<file path="src/rtl/load_store_unit.sv">
// Multi-cycle data-memory interface: turns a core load/store into a req/ack
// bus transaction with byte-lane steering, load extension and misalignment detection.
module load_store_unit #(
  parameter int ADDR_W = 32
) (
  input  logic              clk,
  input  logic              rst_n,
  input  logic              mem_en,
  input  logic              MemRW,
  input  logic [1:0]        WSel,
  input  logic [2:0]        RSel,
  input  logic [ADDR_W-1:0] addr,
  input  logic [31:0]       wdata,
  output logic [31:0]       rdata,
  output logic              stall,
  output logic              misalign,
  output logic              bus_req,
  output logic              bus_we,
  output logic [ADDR_W-1:0] bus_addr,
  output logic [3:0]        bus_be,
  output logic [31:0]       bus_wdata,
  input  logic [31:0]       bus_rdata,
  input  logic              bus_ack
);

  typedef enum logic [1:0] {IDLE, ACCESS, DONE} state_t;
  typedef enum logic [1:0] {SZ_BYTE, SZ_HALF, SZ_WORD} size_t;

  state_t      state_q, state_d;
  size_t       size;
  logic        misaligned;
  logic [3:0]  be_d;
  logic [31:0] wdata_d;
  logic [2:0]  rsel_q;
  logic [1:0]  off_q;
  logic [7:0]  byte_lane;
  logic [15:0] half_lane;
  logic [31:0] load_data;

  // Access size comes from WSel for stores and RSel for loads.
  // NOTE: every signal written in always_comb gets a default first, so no path can infer a latch.
  always_comb begin
    size = SZ_WORD;
    if (MemRW) begin
      case (WSel)
        2'b00:   size = SZ_BYTE;
        2'b01:   size = SZ_HALF;
        default: size = SZ_WORD;
      endcase
    end else begin
      case (RSel)
        3'b000, 3'b100: size = SZ_BYTE;
        3'b010, 3'b101: size = SZ_HALF;
        default:        size = SZ_WORD;
      endcase
    end
  end

  assign misaligned = ((size == SZ_HALF) && addr[0]) ||
                      ((size == SZ_WORD) && (addr[1:0] != 2'b00));

  always_comb begin
    be_d    = 4'b1111;
    wdata_d = wdata;
    case (size)
      SZ_BYTE: begin
        be_d    = 4'b0001 << addr[1:0];
        wdata_d = {4{wdata[7:0]}};
      end
      SZ_HALF: begin
        be_d    = addr[1] ? 4'b1100 : 4'b0011;
        wdata_d = {2{wdata[15:0]}};
      end
      default: ;
    endcase
  end

  // Load formatting uses the lane offset and type captured at issue time.
  always_comb begin
    byte_lane = bus_rdata[{off_q, 3'b000} +: 8];
    half_lane = bus_rdata[{off_q[1], 4'b0000} +: 16];
    case (rsel_q)
      3'b000:  load_data = {{24{byte_lane[7]}}, byte_lane};
      3'b100:  load_data = {24'h0, byte_lane};
      3'b010:  load_data = {{16{half_lane[15]}}, half_lane};
      3'b101:  load_data = {16'h0, half_lane};
      default: load_data = bus_rdata;
    endcase
  end

  always_comb begin
    state_d = state_q;
    case (state_q)
      IDLE:    if (mem_en) state_d = misaligned ? DONE : ACCESS;
      ACCESS:  if (bus_ack) state_d = DONE;
      default: state_d = IDLE;
    endcase
  end

  // NOTE: sequential state uses non-blocking assignments so every register samples pre-edge values.
  always_ff @(posedge clk) begin
    if (!rst_n) state_q <= IDLE;
    else        state_q <= state_d;
  end

  always_ff @(posedge clk) begin
    if (!rst_n) begin
      rdata     <= '0;
      misalign  <= 1'b0;
      bus_req   <= 1'b0;
      bus_we    <= 1'b0;
      bus_addr  <= '0;
      bus_be    <= 4'b0000;
      bus_wdata <= '0;
      rsel_q    <= '0;
      off_q     <= '0;
    end else begin
      case (state_q)
        IDLE: begin
          if (mem_en) begin
            if (misaligned) begin
              misalign <= 1'b1;
              rdata    <= '0;
            end else begin
              bus_req   <= 1'b1;
              bus_we    <= MemRW;
              bus_addr  <= {addr[ADDR_W-1:2], 2'b00};
              bus_be    <= MemRW ? be_d : 4'b0000;
              bus_wdata <= wdata_d;
              rsel_q    <= RSel;
              off_q     <= addr[1:0];
            end
          end
        end
        ACCESS: begin
          if (bus_ack) begin
            bus_req <= 1'b0;
            bus_we  <= 1'b0;
            bus_be  <= 4'b0000;
            if (!bus_we) rdata <= load_data;
          end
        end
        default: misalign <= 1'b0;
      endcase
    end
  end

  assign stall = rst_n && mem_en && (state_q != DONE);

endmodule

</file>
<file path="config.mk">
export PLATFORM = sky130hd
export DESIGN_NAME = load_store_unit
export DESIGN_NICKNAME = d
export VERILOG_FILES = /design/src/rtl/load_store_unit.sv
export SDC_FILE = /design/constraint.sdc
export NUM_CORES = 1
export LEC_CHECK = 0
export ABC_AREA = 1
export CORE_UTILIZATION = 39
export CTS_CLUSTER_DIAMETER = 60
export DETAILED_ROUTE_END_ITERATION = 10
export PLACE_DENSITY_LB_ADDON = 0.2
export SYNTH_ARGS = -nofsm -noshare
export SYNTH_HDL_FRONTEND = slang
export SYNTH_SLANG_ARGS = --single-unit
</file>
<file path="constraint.sdc">
create_clock -name clk -period 1.4 [get_ports clk]
set_clock_uncertainty 0.1 [all_clocks]
set_input_delay 0.21 -clock clk [delete_from_list [all_inputs] [get_ports clk]]
set_output_delay 0.21 -clock clk [all_outputs]
set_load 0.02 [all_outputs]
</file>
Word-level counts from Yosys, hierarchy flattened --
Cells that the tools add are included.
Cells by class: muxes and demuxes 31, bitwise gates (word level) 2, reduce and logical (&&, ||, !) cells 19, shift-type cells 3, eq/ne operators 16
Operators by type and width (number):
- 32-bit 2-to-1 mux | 4
- 32-bit case mux with 2 select lines | 2
- 32-bit case mux with 4 select lines | 1
- 32-bit by 6-bit indexed part select with 16-bit output | 1
- 32-bit by 6-bit indexed part select with 8-bit output | 1
- 4-bit 2-to-1 mux | 5
- 4-bit case mux with 2 select lines | 2
- 3-bit equality test (second input constant) | 4
- 2-bit inequality test (second input constant) | 6
- 2-bit case mux with 2 select lines | 3
- 2-bit 2-to-1 mux | 4
- 1-bit 2-to-1 mux | 7
- 2-bit by 1-bit equality test with 1-bit output (second input constant) | 3
- 3-bit by 2-bit equality test with 1-bit output (second input constant) | 2
- 2-bit zero test | 3
- 3-bit zero test | 2
- 1-bit case mux with 2 select lines | 3
- 3-bit AND reduction | 2
- 5-bit AND reduction | 1
- 1-bit logical AND | 4
- 4-bit AND reduction | 1
- 2-bit nonzero test | 2
- 2-bit OR reduction | 2
- 1-bit by 2-bit left shift with 4-bit output (first input constant) | 1
- 4 further kinds | 5
Storage, ports and cells: input port bits 106, output and inout bits 104, bits in registers 108, logic and storage cells 81

Depth between registers and ports, before layout --
depth after elaboration 10, gate-level depth with buffers 11, gate-level depth less buffers 11

Worst setup path before layout --
No wires, ideal clock.
path type register -> register, start point reg off_q[1], end point reg rdata[26], cell stages (with the launch flop) 12, slack -0.077 ns, library setup time 0.064 ns, period minus slack after synthesis 1.477 ns, data arrival time 1.314 ns, buffers on the path 2, data required time 1.236 ns, cell sequence dfxtp_1 -> buf_2 -> inv_2 -> nand2_1 -> o21ai_2 -> nand2_2 -> nand3_4 -> buf_6 -> nand3_1 -> nand2_1 -> nand2_1 -> nor2_1
On the way: cells in the longest elaborated chain, start to end 5, elaborated cells between the ends (all ways) 6, classes of those cells 2 x shift; 4 x mux
RTL lines:
- from (decl) | RTL line 35 | logic [1:0] off_q;
- from (signal assigned) | RTL line 131 | off_q <= addr[1:0];
- 32-bit by 6-bit indexed part select with 16-bit output / 32-bit by 6-bit indexed part select with 8-bit output (equally long branches) | RTL line 81, 80
- 32-bit case mux with 4 select lines * | RTL line 82 | case (rsel_q)
- 32-bit 2-to-1 mux * | RTL line 140 | if (!bus_we) rdata <= load_data;
- 32-bit 2-to-1 mux * | RTL line 136 | if (bus_ack) begin
- 32-bit case mux with 2 select lines * | RTL line 118 | case (state_q)
- to (signal assigned) | RTL line 140
- to (decl) | RTL line 14 | output logic [31:0] rdata,
Mark *: on every way between the ends. The rest lies on a longest branch, timed or not. The select of a mux whose other input is x is not followed. A chain may end at the register's enable or synchronous reset.

Final worst setup path --
start point reg state_q[1], end point reg rdata[15]
On the way: cells in the longest elaborated chain, start to end 3, elaborated cells between the ends (all ways) 9, classes of those cells 5 x eq/ne; 1 x mux; 3 x reduce/logical
RTL lines:
- from (decl) | RTL line 29 | state_t state_q, state_d;
- from (signal assigned) | RTL line 103 | else state_q <= state_d;
- 2-bit by 1-bit equality test with 1-bit output / 2-bit zero test (equally long branches) | RTL line 118
- 2-bit inequality test (no line) / 2-bit nonzero test (equally long branches)
- 5-bit AND reduction (no line)
Several ways; a longest one is shown, not always the timed one.

==> impl_metrics.py <==
metrics = {
    "worst_setup_path": {
        "worstSetupEndpointType": "flop",
        "cp.arrival_ns": 1.89,
        "startpoint": "state_q[1]",
        "r2r_cells": 11,
        "crit_family": "simple AND/OR/NAND/NOR gates",
        "cp.required_ns": 1.60,
        "endpoint": "rdata[15]",
        "path_buf_inv": 3,
        "crit_path_max_incr_delay_ns": 0.38,
        "startpoint_type": "flop",
        "worstPathCellList": "buf_12, nor2_4, nand2_2, nand3_4, a21oi_4, nand2_8, buf_4, buf_12, nand2_1, nand2_1, a21oi_2",
        "critical_path_depth": 11,
        "slowest_stage": "dfxtp_4",
        "critPathMaxFanout": 6,
        "rr_startpoint": "state_q[1]",
        "r2r_slack_ns": -0.29,
        "criticalPathCategory": "reg2reg",
        "r2r_end": "rdata[15]",
    },
    "power_and_ir_drop": {
        "ir_drop_mv": 0.710,
        "leakagePower_nw": 4.43,
        "power.density_nw_per_um2": 1140,
    },
    "layout": {
        "final.fill_count": 830,
        "ff_latch_area_um2": 2170,
        "multi_input_area_um2": 3650,
        "finalNetCount": 1191,
        "area_delta_synth_final_pct": 95.8,
        "final_cells": 1266,
        "final_cell_mix": "142 x nand2_1, 116 x nor2_1, 103 x dfxtp_1",
        "drive_gt1_share_pct": 36.4,
        "final_area_um2": 10100,
        "final_common_cell": "nand2_1",
    },
    "clocking": {
        "cts.path.max_buffers": 2,
        "cts_tree": "built",
        "clk-insertion-delay-late_ns": 0.36,
        "cts_made_buffers": 9,
        "cts.sinks": 108,
        "clkTransAtPathRegs_ns": 0.08,
        "h-tree-depth": 3,
        "cts_hold_buffers": 0,
        "cts-root-buf": "clkbuf_16",
    },
    "sta": {
        "rsz0062_at_grt": "true",
        "fin_crit_sh_pct": 121,
        "fmax_mhz": 592,
        "setup_ws_ns": -0.290,
        "slew_violations": 0,
        "final-hold-violation-count": 0,
        "setup_viol": 109,
        "period_needed_ns": 1.69,
    },
    "logic_synthesis": {
        "synth_edf_count": 0,
        "syn-cell-area_um2": 5150,
        "yosysWarnings": 0,
        "ys_async_sr_fraction_pct": 0,
        "synth_cell_type_count": 26,
        "avgSynthCellArea_um2": 6.51,
        "synth_seq_cells": 108,
        "synth_cells": 791,
        "dominantRegCellSynth": "dfxtp_1",
        "synth_sequential_area_ratio_pct": 42.0,
    },
    "die": {
        "die_w_um": 117,
        "ioPinCount": 210,
        "die_area_um2": 13700,
        "num_rows": 41,
        "die_h_um": 117,
        "core_um2": 12800,
        "initial_utilization_pct": 40.3,
    },
    "route": {
        "vias": 6503,
        "drt_wl_total_um": 21400,
        "firstDrtPassIters": 5,
        "wl_per_cell_um": 16.9,
        "drt_iter0_markers": 396,
        "routed_via_density": 5.14,
        "drc": 0,
        "ant_nets": 0,
    },
    "grt": {
        "gr-usage-met3_pct": 8.03,
        "antenna_found_initial": 5,
        "grtUsageTotal_pct": 30.6,
        "grt_pass1_wl_um": 31900,
        "grtUsageMet1_pct": 33.8,
        "use_met2_pct": 52.7,
        "top_usage_layer": "met2",
        "grt_pass1_vias": 6396,
        "grt_max_degree": 61,
        "grt_overflow": 0,
    },
    "placement": {
        "dp_hpwl_um": 11800,
        "gp_congestion": 0.880,
        "port_buffers": 207,
        "dp_cells": 1189,
        "placed_area_um2": 7820,
    },
    "worst_hold_path": {
        "min_path_type": "in2reg",
        "holdCritStartpoint": "RSel[2]",
    },
    "status": {
        "status": "finished with violations",
        "violations": "negative setup slack",
    },
    "flow_run": {
        "cap_violations": 0,
    },
}
-- what timing repair did --
item                                    in CTS  in global routing
pin swaps                                   75                 71
cloned                                      28                  0
setup buffers                               32                 11
resized for setup                          408                201
endpoints found under the setup margin     210                134
-- report_power, final --
part | switching (mW) | total, mW | internal, mW
combinational | 2.72 | 5.03 | 2.31
sequential | 0.260 | 3.71 | 3.45
clock | 1.28 | 2.73 | 1.45
-- Yosys cell counts, types with 2 or more instances --
library cell	instances	area, µm²
nor2_1	193	724
nand2_1	189	709
dfxtp_1	108	2160
o21ai_0	98	490
inv_1	45	169
a21oi_1	35	175
nand3_1	30	150
buf_2	24	120
clkbuf_1	13	48.8
o21ai_1	8	40.0
inv_2	7	26.3
o211ai_1	7	52.6
or2_2	6	37.5
buf_4	5	37.5
nand3_2	4	40.0
buf_6	3	33.8
nand2_2	3	18.8
buf_1	2	7.51
nand3_4	2	35.0
nor2_4	2	22.5
o21ai_2	2	17.5
-- tightest hold or removal path: stages --
cell	delay [ns]
clkbuf_2	0.16
nor2_4	0.05
nor2_1	0.07
-- cell families (layout without fill, tap and decap cells) --
group                  after synthesis  after routing  share of synthesized area [%]
AND/OR/NAND/NOR                    431            435                           34.0
AO/OA/AOI/OAI                      152            153                           15.4
buffers and inverters               99            392                           8.60
flip-flops                         108            108                           42.0
other                                1              6                         0.0728
-- through the flow --
step	hold WS [ns]	setup WS [ns]	total power, mW	utilization [%]	TNS, ns
2_1_floorplan	0.245	-0.0487	5.55	-	-0.432
3_3_place_gp	0.362	-0.586	7.15	61.2	-53.80
3_5_place_dp	0.368	-0.657	7.17	61.2	-59.20
4_1_cts	0.0750	-0.196	11.0	75.9	-14.48
5_1_grt	0.0774	-0.367	11.9	79.0	-28.30
6_report	0.0603	-0.290	11.5	79.0	-21.69
-- flip-flops by register name (all words and copies together) (netlist names) --
signal     flops
bus_req        1
rsel_q         3
bus_addr      30
bus_be         4
misalign       1
state_q        2
bus_wdata     32
off_q          2
rdata         32
bus_we         1
-- worst min path at each step --
stage                     slack, ns           end  depth (start not counted)
after floorplan                0.24  bus_wdata[5]                          2
after global placement         0.36     rdata[29]                          2
after detailed placement       0.37     bus_be[3]                          2
after CTS                      0.08      misalign                          3
after global routing           0.08      misalign                          3
final                          0.06     rsel_q[2]                          3
-- routing by layer --
metal | wire length [µm] | up-vias | share of wire (%)
met5 | 17 | - | 0.079
met4 | 890 | 2 | 4.2
met3 | 1600 | 69 | 7.4
met2 | 10700 | 302 | 50
met1 | 8220 | 3018 | 38
li1 | - | 3112 | -
-- final cells by class --
| class | count | area share [%] |
|---|---|---|
| Clock inverter | 6 | 0.707 |
| Antenna cell | 4 | 0.0992 |
| Inverter | 52 | 2.49 |
| Multi-Input combinational cell | 590 | 36.2 |
| Tap cell | 172 | 2.13 |
| Clock buffer | 10 | 2.37 |
| Sequential cell | 108 | 21.5 |
| Timing Repair inverter | 1 | 0.112 |
| Timing Repair Buffer | 323 | 34.3 |
No activity file was read; power rests on OpenSTA's default activity.
